File: src/rtl/banked_mem_model_bank.sv
// -----------------------------------------------------------------------------
// mem_bank
// One single-port DEPTH x DATA_W bank with a registered read output.
//   clk   : clock
//   en    : access this cycle (read or write)
//   we    : 1 = write wdata to addr, 0 = read addr into rdata
//   addr  : word index inside the bank
//   wdata : write data
//   rdata : read data, updated only by a read access
// -----------------------------------------------------------------------------
module mem_bank #(
    parameter int DATA_W = 16,
    parameter int DEPTH  = 256,
    parameter int WORD_W = 8
) (
    input  logic              clk,
    input  logic              en,
    input  logic              we,
    input  logic [WORD_W-1:0] addr,
    input  logic [DATA_W-1:0] wdata,
    output logic [DATA_W-1:0] rdata
);

    logic [DATA_W-1:0] mem [DEPTH];

    // NOTE: the array and its read register carry no reset so the bank maps
    // onto plain RAM; consumers qualify rdata with their own valid bits.
    always_ff @(posedge clk) begin
        if (en) begin
            if (we) begin
                mem[addr] <= wdata;
            end else begin
                rdata <= mem[addr];
            end
        end
    end

endmodule

File: config.mk
export PLATFORM = sky130hd
export DESIGN_NAME = mem_bank
export DESIGN_NICKNAME = d
export VERILOG_FILES = /design/src/rtl/banked_mem_model_bank.sv
export SDC_FILE = /design/constraint.sdc
export NUM_CORES = 2
export LEC_CHECK = 0
export BUFFER_PORTS_ARGS = -buffer_cell sky130_fd_sc_hd__buf_2
export CELL_PAD_IN_SITES_DETAIL_PLACEMENT = 2
export CELL_PAD_IN_SITES_GLOBAL_PLACEMENT = 2
export CORE_MARGIN = 2
export CORE_UTILIZATION = 30
export DETAILED_ROUTE_END_ITERATION = 7
export GPL_ROUTABILITY_DRIVEN = 0
export PLACE_DENSITY_LB_ADDON = 0.1
export SKIP_LAST_GASP = 1
export SYNTH_ARGS = -nofsm -noshare
export SYNTH_HDL_FRONTEND = slang
export SYNTH_SLANG_ARGS = --single-unit
File: constraint.sdc
create_clock -name clk -period 3.5 [get_ports clk]
set_input_delay 0.7 -clock clk [delete_from_list [all_inputs] [get_ports clk]]
set_output_delay 0.7 -clock clk [all_outputs]
set_load 0.005 [all_outputs]
Yosys cells after proc, flatten, opt, wreduce, memory -nomap -nowiden. Memories as Yosys holds them, arrays and structs flattened. A register that Yosys moved wholly into a read port is not among the register bits. Cells that the tools add are included.

Bits in registers: 0. RAM bits: 4096. Memories kept: 1. Bits in latches: 0. Logic and storage cells: 6. Bits of input ports: 27. Bits in read-only memories: 0.

Memories: mem (words 256, width 16, rd ports 1, clocked after memory_dff 1, wr ports 1, line 24) `logic [DATA_W-1:0] mem [DEPTH];`.

$add $sub $neg: 0. Magnitude comparators: 0. Equality and inequality tests: 0. Bitwise gates (word level): 1. Multipliers: 0. Muxes and demuxes: 3. Divide/modulo/power cells: 0. Reductions and logical operators: 1. Shift operators: 0.

Operators with widths (number): 1-bit two-way mux (3); 2-bit AND reduction (1); 1-bit NOT (1).

Logic depth before layout (Yosys ltp).
Word-level depth: 3. Mapped depth: 8. Gate-level depth less buffers: 5.

Worst setup path after synthesis. No wires, ideal clock.

Path kind: input -> register. Start: in addr[1]. End: mem mem[114][0], enable pin. Arrival time: 2.894 ns. Setup slack: 0.218 ns. Cell stages on the path: 7. Buffers on the path: 4. Cells stage by stage: clkbuf_1 buf_2 buf_2 nor3b_1 nand2_1 clkbuf_1 nor2_1.

RTL lines: start: declaration (line 19) `input logic [WORD_W-1:0] addr,`; end: declaration (line 24).

No word-level cell before the write port.

==> metrics.md <==
| Metric | Value |
|---|---|
| Max Slew Vio Count | 0 |
| Largest net degree at the start of global routing | 123 |
| Row cnt | roughly 260 |
| Crit Path Category | in -> reg |
| Combinational family with the most area after synthesis | multiplexers |
| Yosys reg bits | between 4000 and 5000 |
| Crit path DAT | 4.14 ns |
| Pleak | 59.4 nW |
| Vias in the first global route | around 84000 |
| Post-Synth Adder-Cell Area | 0% |
| Post-synthesis xor/xnor area fraction | 0% |
| DP HPWL | between 300 and 400 mm |
| Max Clk Rate | between 200 and 300 MHz |
| Nets | 7930 |
| Ports | 43 |
| Port bufs | 42 |
| First-pass GRT wire length | between 700 and 800 mm |
| Die footprint | around 0.52 mm2 |
| Sequential share of the synthesized area | a little under 80% |
| Fraction of the mapped netlist area in compound gates | 3.66% |
| Root buf cell | clkbuf_16 |
| R2R Setup Slk | ~0.42 ns |
| Worst Hold Path EP | mem[237][10] |
| Worst-path fanout max | 34 |
| R2R depth | 6 |
| Via density per instance | just over 5 |
| Routed Antenna Nets | 0 |
| Mapped cell area | ~0.16 mm2 |
| Fin cells | 15200 |
| R2r endpoint | rdata[2] |
| Synth Area in Simple Gates | less than 1% |
| FF-to-FF Start | mem[99][2] |
| Die X | roughly 720 um |
| CTS Sinks | between 4000 and 5000 |
| Relative max-transition margin | around a quarter |
| Antenna violations before repair | 64 |
| Mapped Nets | just under 7000 |
| Wire per inst | 34.4 um |
| Worst EP required | ~4.2 ns |
| Crit path time final | approximately 3.4 ns |
| Netlist cell types | 20 |
| Total grt overflow | 0 |
| Clk Latency, worst-skew pair | slightly above 1 ns |
| Final Hold Vio Count | 0 |
| Synth warn | 0 |
| Die height | roughly 720 um |
| Worst-path clk slew | 0.06 ns |
| Core ar. | roughly 0.52 mm2 |
| Starting density of the core | 30.1% |
| Mux contribution to synthesized area | between 10% and 20% |
| Cells after Synth | roughly 6700 |
| Outcome | finished, final reports clean |
| CTS tree | yes |
| Post-CTS Setup Repair Bufs | 0 |
| VDD IR-drop max | around 400 uV |
| CTS Buffer Depth | 4 |
| Total wire length | ~520 mm |
| Max_cap viols | 0 |
| Detailed Routing Iterations Pass 1 | 7 |
| Crit. End Element | flop |
| DR iter-0 viols | approximately 7900 |
| RSZ-0062 raised after global routing | false |
| Worst hold start | wdata[10] |
| Period utilisation layout | 97.3% |
| Clk_skew | just over 0.07 ns |
| Startpoint types | input port |
| Hold crit path type | in -> reg |
| DR vias | ~77000 |
| Global Route Usage Sum | roughly a fifth |
| Slew at the pin with the worst max-slew slack | 1.14 ns |
| Power Density | 559 mW/mm2 |
| Syn Area/Cell | around 23 um2 |
| Residual DRC | 0 |
| Hold depth | 1 |
| Final setup vio count | 0 |
| Cts bufs inserted | roughly 470 |
| Ratio of cells with drive above 1 in the final layout | 35.0% |
| Placed insts | between 10000 and 15000 |
| Htree depth | 5 |
| Final Util | 37.0% |
| Area grow syn2layout | 23.0% |
report_power, final:
part	internal, mW	switching [mW]
logic	2.19	3.59
clock network	26.6	20.0
registers	54.3	0.0467
layout by cell type, fill, tap and decap left out, types with 3 or more instances in the layout:
cell              n
a21oi_1         256
dlygate4sd3_1     3
bufinv_16        27
nand2_1          13
inv_6             6
o41ai_2          34
buf_8            17
edfxtp_1       4112
buf_4           685
nor2_2           77
buf_12          410
clkinvlp_4        6
clkbuf_1        120
a22oi_1         512
buf_2            24
o41ai_1          22
mux4_2         1024
o41ai_4           8
nand2_2          15
nand4_1          16
clkinv_16         6
diode_2          17
clkinv_2         66
nor2b_2           3
nand3_1           4
clkinv_1        131
nor2_1          180
clkbuf_16       473
cells in the mapped netlist:
library cell | n | area share (%)
mux4_2 | 1024 | 15
or2_2 | 1 | 0.0040
nand4_1 | 16 | 0.064
buf_4 | 11 | 0.053
nand3_1 | 4 | 0.013
nor3b_1 | 2 | 0.0097
a22oi_1 | 512 | 2.5
nand2b_1 | 2 | 0.0081
and4_1 | 1 | 0.0056
o41ai_1 | 64 | 0.36
a21oi_1 | 256 | 0.83
edfxtp_1 | 4112 | 80
clkbuf_1 | 268 | 0.65
nor2b_1 | 7 | 0.028
buf_2 | 91 | 0.29
buf_1 | 42 | 0.10
nor2_1 | 259 | 0.63
and2_1 | 2 | 0.0081
nand2_1 | 30 | 0.073
nor3_1 | 1 | 0.0032
critical path, stage by stage:
cell and delay (ns):
buf_12 0.17, buf_12 0.20, buf_4 0.17, buf_12 0.30, mux4_2 0.55, a22oi_1 0.27
a21oi_1 0.21, o41ai_2 1.06, buf_4 0.31, nand4_1 0.10
flip-flops by register name, indices dropped and copies added (netlist names):
name	count
mem	4096
rdata	16
cell families (layout without fill, tap and decap cells):
kind of cell           count (synthesis)  count (layout)
AO/OA/AOI/OAI                        832             832
buffers and inverters                412            1979
flip-flops                          4112            4112
multiplexers                        1024            1024
other                                  0              17
AND/OR/NAND/NOR                      325             325
worst max-delay path by stage:
stage	depth (start not counted)	slack (ns)	to	start
3_5_place_dp	10	-1.22	rdata[5]	addr[0]
4_1_cts	11	0.03	rdata[4]	addr[0]
2_1_floorplan	7	0.22	mem[114][0]	addr[1]
5_1_grt	10	0.07	rdata[14]	addr[0]
3_3_place_gp	10	-1.38	rdata[14]	addr[0]
6_report	10	0.09	rdata[2]	addr[0]
stage by stage:
step	hold WS [ns]	worst slack, ns	setup TNS [ns]	area, um2	total power [mW]
5_1_grt	0.0704	0.0726	0	191000	110
3_3_place_gp	1.08	-1.38	-15.62	177000	61.2
2_1_floorplan	0.799	0.218	0	155000	57.6
6_report	0.113	0.0945	0	191000	107
3_5_place_dp	1.08	-1.22	-13.34	177000	61.3
4_1_cts	0.0304	0.0327	0	191000	108
timing repair:
item	CTS	global route
endpoints found under the hold margin	35	0
hold buffers	3	0
endpoints found under the setup margin	2	3
resized for setup	2	3
final cells by class:
class	instances	area, um2
multi-input cells	2181	30800
well taps	6916	8650
flip-flops and latches	4112	123000
diodes	17	42.5
fillers	48600	325000
clock buffers	593	12300
clock inverters	246	1980
repair buffers	1140	13800
per-layer routing:
metal  GRT usage, %  vias to the layer above  part of all wire (%)
met2           32.7                     1972                    48
li1               -                    31500                     -
met1           27.4                    43400                    44
met4           4.93                       14                   2.6
met5              0                        -                 0.019
met3           3.12                      590                   5.3
(Power assumes the default switching activity.)
